==> config.mk <==
export PLATFORM = sky130hd
export DESIGN_NAME = g15_tape_punch
export DESIGN_NICKNAME = d
export VERILOG_FILES = /design/src/rtl/g15_tape_punch.sv
export SDC_FILE = /design/constraint.sdc
export NUM_CORES = 1
export LEC_CHECK = 0
export ABC_CLOCK_PERIOD_IN_PS = 7300
export BUFFER_PORTS_ARGS = -buffer_cell sky130_fd_sc_hd__buf_2
export CAP_MARGIN = 10
export CORE_ASPECT_RATIO = 1.4
export CORE_MARGIN = 3
export CORE_UTILIZATION = 55
export DETAILED_ROUTE_END_ITERATION = 8
export PLACE_DENSITY = 0.74
export RECOVER_POWER = 100
export SYNTH_ARGS = -nofsm -noshare
export SYNTH_HDL_FRONTEND = slang
export SYNTH_SLANG_ARGS = --single-unit
==> constraint.sdc <==
create_clock -name CLOCK -period 7.3 [get_ports CLOCK]
set_input_delay 0.365 -clock CLOCK [delete_from_list [all_inputs] [get_ports CLOCK]]
set_output_delay 0.365 -clock CLOCK [all_outputs]
set_load 0.02 [all_outputs]
==> src/rtl/g15_tape_punch.sv <==
// Device-side G-15 paper-tape punch: runs the punch mechanism sync, captures codes
// from the I/O section at the end of each sync pulse, echoes them and queues them for a host.
module g15_tape_punch #(
    parameter int SYNC_PERIOD = 64,
    parameter int SYNC_WIDTH  = 8,
    parameter int FIFO_DEPTH  = 16,
    parameter int IDLE_SYNCS  = 4
) (
    input  logic        CLOCK,
    input  logic        rst,
    input  logic        OB1,
    input  logic        OB2,
    input  logic        OB3,
    input  logic        OB4,
    input  logic        OB5,
    input  logic        PUNCH_SIGNAL,
    output logic        PUNCH_SYNC,
    output logic        PUNCHED_TAPE1,
    output logic        PUNCHED_TAPE2,
    output logic        PUNCHED_TAPE3,
    output logic        PUNCHED_TAPE4,
    output logic        PUNCHED_TAPE5,
    output logic        MOTOR,
    output logic        HOST_VALID,
    output logic [4:0]  HOST_DATA,
    input  logic        HOST_READY,
    output logic        OVERRUN,
    output logic [15:0] PUNCH_COUNT
);

    localparam int CW = $clog2(SYNC_PERIOD);
    localparam int AW = $clog2(FIFO_DEPTH);
    localparam int IW = $clog2(IDLE_SYNCS + 1);

    localparam logic [CW-1:0] CNT_LAST = CW'(SYNC_PERIOD - 1);
    localparam logic [CW-1:0] CNT_PRE  = CW'(SYNC_PERIOD - SYNC_WIDTH - 1);
    localparam logic [IW-1:0] IDLE_MAX = IW'(IDLE_SYNCS - 1);

    typedef enum logic [1:0] {
        IDLE,
        RUN,
        STALL
    } state_t;

    state_t        state;
    logic [CW-1:0] cnt;
    logic [IW-1:0] idle_cnt;

    logic [4:0]    mem [FIFO_DEPTH];
    logic [AW:0]   wr_ptr;
    logic [AW:0]   rd_ptr;

    logic [4:0]    code;
    logic          empty;
    logic          full;
    logic          sample;
    logic          push_req;
    logic          push;
    logic          pop;
    logic          stall_req;

    assign code      = {OB5, OB4, OB3, OB2, OB1};
    assign empty     = (wr_ptr == rd_ptr);
    assign full      = (wr_ptr[AW] != rd_ptr[AW]) && (wr_ptr[AW-1:0] == rd_ptr[AW-1:0]);
    assign sample    = (state == RUN) && (cnt == CNT_LAST);
    assign push_req  = sample && PUNCH_SIGNAL;
    assign push      = push_req && !full;
    assign pop       = !empty && HOST_READY;
    // Stall only on the cycle just before the sync window so a pulse is never cut short.
    assign stall_req = (state == RUN) && (cnt == CNT_PRE) && full;

    assign HOST_VALID = !empty;
    assign HOST_DATA  = empty ? 5'd0 : mem[rd_ptr[AW-1:0]];

    // NOTE: sequential state uses non-blocking assignments so every register samples
    // pre-edge values regardless of statement order.
    always_ff @(posedge CLOCK) begin
        if (rst) begin
            state       <= IDLE;
            cnt         <= '0;
            idle_cnt    <= '0;
            PUNCH_SYNC  <= 1'b0;
            MOTOR       <= 1'b0;
            OVERRUN     <= 1'b0;
            PUNCH_COUNT <= '0;
            wr_ptr      <= '0;
            rd_ptr      <= '0;
            {PUNCHED_TAPE5, PUNCHED_TAPE4, PUNCHED_TAPE3, PUNCHED_TAPE2, PUNCHED_TAPE1} <= 5'd0;
        end else begin
            case (state)
                IDLE: begin
                    cnt        <= '0;
                    PUNCH_SYNC <= 1'b0;
                    if (PUNCH_SIGNAL) begin
                        state <= RUN;
                        MOTOR <= 1'b1;
                    end
                end
                RUN: begin
                    if (cnt == CNT_LAST) begin
                        cnt        <= '0;
                        PUNCH_SYNC <= 1'b0;
                        if (PUNCH_SIGNAL) begin
                            idle_cnt <= '0;
                        end else if (idle_cnt == IDLE_MAX) begin
                            idle_cnt <= '0;
                            state    <= IDLE;
                            MOTOR    <= 1'b0;
                        end else begin
                            idle_cnt <= idle_cnt + 1'b1;
                        end
                    end else if (stall_req) begin
                        state      <= STALL;
                        PUNCH_SYNC <= 1'b0;
                    end else begin
                        cnt        <= cnt + 1'b1;
                        PUNCH_SYNC <= (cnt >= CNT_PRE);
                    end
                end
                STALL: begin
                    if (!full) begin
                        state      <= RUN;
                        cnt        <= cnt + 1'b1;
                        PUNCH_SYNC <= 1'b1;
                    end
                end
                default: begin
                    state      <= IDLE;
                    cnt        <= '0;
                    PUNCH_SYNC <= 1'b0;
                    MOTOR      <= 1'b0;
                end
            endcase

            if (push_req) begin
                {PUNCHED_TAPE5, PUNCHED_TAPE4, PUNCHED_TAPE3, PUNCHED_TAPE2, PUNCHED_TAPE1} <= code;
                PUNCH_COUNT <= PUNCH_COUNT + 16'd1;
            end
            if (push_req && full) begin
                OVERRUN <= 1'b1;
            end
            if (push) begin
                wr_ptr <= wr_ptr + 1'b1;
            end
            if (pop) begin
                rd_ptr <= rd_ptr + 1'b1;
            end
        end
    end

    // NOTE: FIFO storage is deliberately not reset; the pointers define which
    // entries are valid, and HOST_DATA is forced to zero while empty.
    always_ff @(posedge CLOCK) begin
        if (push) begin
            mem[wr_ptr[AW-1:0]] <= code;
        end
    end

endmodule

After elaboration in Yosys (flattened, before gate mapping):

Memory sizes are Yosys's and may differ from the RTL's. A register that Yosys moved wholly into a read port is not among the register bits.
Cells that the tools add are included.

* add/subtract/negate cells: 5
* order comparisons: 1
* equality and inequality tests: 17
* mux-type cells: 27
* bitwise gates (word level): 1
* reductions and logical operators: 15

Operators with widths (number)
* 2-to-1 mux 6 bit: 3
* adder 16 x 1 -> 16 bit (second input constant): 1
* equality test 6 bit (second input constant): 2
* 2-to-1 mux 2 bit: 6
* case mux 6 bit (2 select lines): 1
* adder 5 x 1 -> 5 bit (second input constant): 2
* AND reduction 5 bit: 2
* 2-to-1 mux 1 bit: 9
* inequality test 3 x 2 -> 1 bit (second input constant): 3
* logical AND 1 bit: 8
* 2-to-1 mux 4 bit: 2
* adder 6 x 1 -> 6 bit (second input constant): 1
* >= comparator 6 bit (second input constant): 1
* 2-to-1 mux 3 bit: 2
* inequality test 2 bit (second input constant): 3
* case mux 2 bit (3 select lines): 1
* equality test 5 bit: 1
* 2-to-1 mux 5 bit: 1
* equality test 4 bit: 1
* inequality test 2 x 1 -> 1 bit (second input constant): 2
* AND reduction 2 bit: 2
* adder 3 x 1 -> 3 bit (second input constant): 1
* equality test 3 x 2 -> 1 bit (second input constant): 1
* inequality test 3 bit (second input constant): 1
* other kinds (8): 9

* register bits: 45
* bits in writable memories: 80
* input bits: 9
* output and inout port bits: 30
* logic and storage cells: 81
* memories: 1

Memories
* mem: words 16, bits a word 5, rd ports 1, clocked after Yosys merged registers in 1, write ports 1, RTL line 49 `logic [4:0] mem [FIFO_DEPTH];`

Depth between registers and ports, before layout:

* word-level depth: 6
* mapped depth: 8
* depth with buffers taken out: 7

Worst setup path after synthesis:

No wires, ideal clock.

* path kind: reg-to-reg
* start: register cnt[0]
* end: memory mem[0][0], enable pin
* library setup time: 0.374 ns
* arrival time: 1.952 ns
* required time: 6.926 ns
* path slack: 4.974 ns
* stages on the path, launching flop included: 7
* buffers on the path: 0
* period minus slack after synthesis: 2.326 ns
* cell sequence: dfxtp_1 ha_1 nand4_1 or3_1 a21oi_1 nand2_1 nor3_1

* longest elaborated chain between the ends: 6

Ends and longest elaborated chain
* start: declaration: RTL line 46 `logic [CW-1:0] cnt;`
* start signal: assignment: RTL line 116 `cnt <= cnt + 1'b1;`
* start signal: assignment: RTL line 123 `cnt <= cnt + 1'b1;`
* equality test 6 bit: RTL line 65 `assign sample = (state == RUN) && (cnt == CNT_LAST);`
* logical AND 1 bit: RTL line 65
* logical AND 1 bit: RTL line 66 `assign push_req = sample && PUNCH_SIGNAL;`
* logical AND 1 bit: RTL line 67 `assign push = push_req && !full;`
* 2-to-1 mux 1 bit: RTL line 154 `if (push) begin`
* 2-to-1 mux 1 bit (not written as such): RTL line 155 `mem[wr_ptr[AW-1:0]] <= code;`
* end: declaration: RTL line 49

Every way passes these cells.

Worst setup path in the final report:

* start: register cnt[0]
* end: memory mem[3][2], enable pin

Same word-level chain as after synthesis.

==> flow_metrics.tcl <==
set metrics [dict create \
    outcome "finished clean" \
    yosys_most_used_dff "edfxtp_1" \
    rsz0062_at_grt "false" \
    cap_violations 0 \
    fin_crit_sh_pct 48.5 \
    synth_edf_count 80 \
    min-delay-start "PUNCH_SIGNAL" \
    top_usage_layer "met2" \
    max_stage_delay_ns 1.09 \
    drtPass1Iterations 4 \
    worst-path-buf-inv 0 \
    htree_num_levels 4 \
    fin_skew_ns 0.00727 \
    yosysSeqAreaShare_pct 62.0 \
    syn-cell-area_sq_um 5460 \
    p_per_area_nw_per_um2 268 \
    grtUsageMet3_pct 6.10 \
    finalWirelength_mm 11.1 \
    holdBufCountCts 0 \
    cts.sinks 129 \
    crit_top_cell "nor3_1" \
    min_path_cells 3 \
    cp.required_ns 7.34 \
    cts_buffer_depth 2 \
    fin_total_pwr_uw 1670 \
    grt_pass1_vias 3371 \
    path_max_fanout 12 \
    post_synth_num_cell_types 49 \
    drt_iter0_markers 215 \
    finalHoldViolations 0 \
    finalSetupTns_ns 0 \
    final_nets 466 \
    worstPathCellList "ha_1 -> nand4_1 -> nor3_1 -> o211ai_1 -> nor3_1" \
    worstHoldPathType "in -> reg" \
    antenna_left 0 \
    critPathLaunchType "flip-flop" \
    ios 39 \
    tritoncts.num_buffers 17 \
    vias_per_cell 5.65 \
    dp.cells 558 \
    die_h_microns 124 \
    syn_avg_cell_area_sq_um 13.4 \
    ys_ff_latch 129 \
    layout-drive-gt1-share_pct 13.5 \
    cts_setup_buffers 0 \
    slew_viol_final 0 \
    diodes 0 \
    reg2reg_from "cnt[0]" \
    crit_type "reg -> reg" \
    grt_max_degree 51 \
    dp_hpwl_mm 7.56 \
    drc_errors 0 \
    die_w_microns 90.2 \
    end_kind "flip-flop" \
    crit_family "simple AND/OR/NAND/NOR gates" \
    core_region_area_sq_um 9560 \
    nFillCells 750 \
    synth_cells 406 \
    reg2reg_to "mem[3][2]" \
    syn_nets 427 \
    avgRoutedWirePerCell_microns 18.7 \
    die-area_sq_um 11200 \
    antenna_found_initial 0 \
    ctsResizeCount 0 \
    overflow 0 \
    path_clk_slew_ns 0.06 \
    ys_async_sr_fraction_pct 0 \
    whs_ns 0.323 \
    worstRegToRegCells 5 \
    p_leak_uw 0.00203 \
    relSlewSlack_pct 6.26 \
    whs_endpoint "MOTOR" \
    syn2layout_area_growth_pct 14.0 \
    grt_util_met2_pct 38.1 \
    cts_tree "yes" \
    final_cells 590 \
    dr_total_vias 3331 \
    worstSkewPairLatency_ns 0.41 \
    cp_slowest_cell "nor3_1" \
    start_util_pct 57.1 \
    r2r_slack_ns 3.76 \
    worst_slew_pin_slew_ns 1.40 \
    grt_pass1_wl_mm 17.7 \
    fin_crit_ns 3.54 \
    grtUsageTotal_pct 21.5 \
    port_buffers 38 \
    gp_congestion 0.865 \
    ir_worst_vdd_uv 183 \
    setup_violations 0 \
    placement_rows 42 \
    yosysWarnings 0 \
    critical_path_arrival_ns 3.58 \
    root_buffer "clkbuf_16" \
    met1_usage_pct 23.6 \
    final_common_cell "edfxtp_1" \
    layout_common_cells "edfxtp_1 (80), nor2_1 (50), dfxtp_1 (49), clkbuf_1 (36), nand2_1 (29)" \
    fmax_mhz 283 \
]
cells in the mapped netlist, drive strengths merged, types with 9 or more instances:
| library cell | count | area, sq um |
|---|---|---|
| nand2 | 29 | 109 |
| ha | 12 | 150 |
| o21ai | 9 | 45.0 |
| edfxtp | 80 | 2400 |
| mux4 | 25 | 563 |
| nor2 | 50 | 188 |
| clkbuf | 13 | 51.3 |
| dfxtp | 49 | 981 |
| xor2 | 16 | 140 |
| a21oi | 21 | 105 |
| xnor2 | 12 | 105 |
kinds of logic (layout without fill, tap and decap cells):
| kind of cell | Yosys count | after routing | synth area share (%) |
|---|---|---|---|
| multiplexers | 29 | 29 | 11.0 |
| XOR/XNOR | 28 | 28 | 4.49 |
| AO/OA/AOI/OAI | 45 | 45 | 4.97 |
| AND/OR/NAND/NOR | 137 | 137 | 12.4 |
| buffers and inverters | 26 | 78 | 2.36 |
| adder cells (fa/ha/maj) | 12 | 12 | 2.75 |
| flip-flops | 129 | 129 | 62.0 |
worst max path at each step:
stage	startpoint	end	cells after the start	slack [ns]
finish	cnt[0]	mem[3][2]	5	3.76
global route	cnt[0]	mem[3][2]	5	3.47
CTS	cnt[0]	mem[2][2]	6	4.28
detailed placement	cnt[0]	mem[3][1]	5	4.31
global placement	cnt[0]	mem[2][1]	6	4.45
floorplan	cnt[0]	mem[0][0]	6	4.97
sequential cells by signal, indices dropped and copies added (netlist names), named ones only:
register / count
MOTOR: 1
mem: 80
PUNCHED_TAPE5: 1
wr_ptr: 5
PUNCHED_TAPE3: 1
PUNCH_SYNC: 1
cnt: 6
PUNCHED_TAPE1: 1
state: 2
OVERRUN: 1
idle_cnt: 3
PUNCHED_TAPE2: 1
PUNCH_COUNT: 16
rd_ptr: 5
PUNCHED_TAPE4: 1
cell type report:
class,instances,area [sq um],share of cell area [%]
Sequential cell,129,3380,54.4
Clock inverter,14,131,2.11
Multi-Input combinational cell,251,1930,31.1
Tap cell,132,165,2.65
Timing Repair Buffer,39,154,2.47
Clock buffer,18,429,6.90
Inverter,7,26.3,0.422
worst reg2reg max path, stage by stage, from the launching register on:
cell and delay [ns]:
dfxtp_1 0.38, ha_1 0.28, nand4_1 0.19, nor3_1 1.09, o211ai_1 0.56, nor3_1 0.67
routing by layer:
layer | vias to the layer above | share of wire, %
met5 | - | 0
met4 | 0 | 3.1
met3 | 20 | 5.3
met2 | 110 | 53
met1 | 1615 | 38
li1 | 1586 | -
per-stage QoR:
stage / worst slack, ns / utilization [%] / area, sq um
floorplan: 4.97 / - / 5460
global placement: 4.45 / 59.8 / 5720
detailed placement: 4.31 / 59.8 / 5720
CTS: 4.28 / 65.7 / 6280
global route: 3.47 / 65.1 / 6220
finish: 3.76 / 65.1 / 6220
report_power, final:
part           internal, uW  total, uW  leakage (uW)  switching [uW]
Clock                   472        793      0.000264             321
Sequential              781        787       0.00111            6.34
Combinational          31.0       89.5      0.000656            58.5
Total                  1280       1670       0.00203             385
No activity file was read; power rests on OpenSTA's default activity.
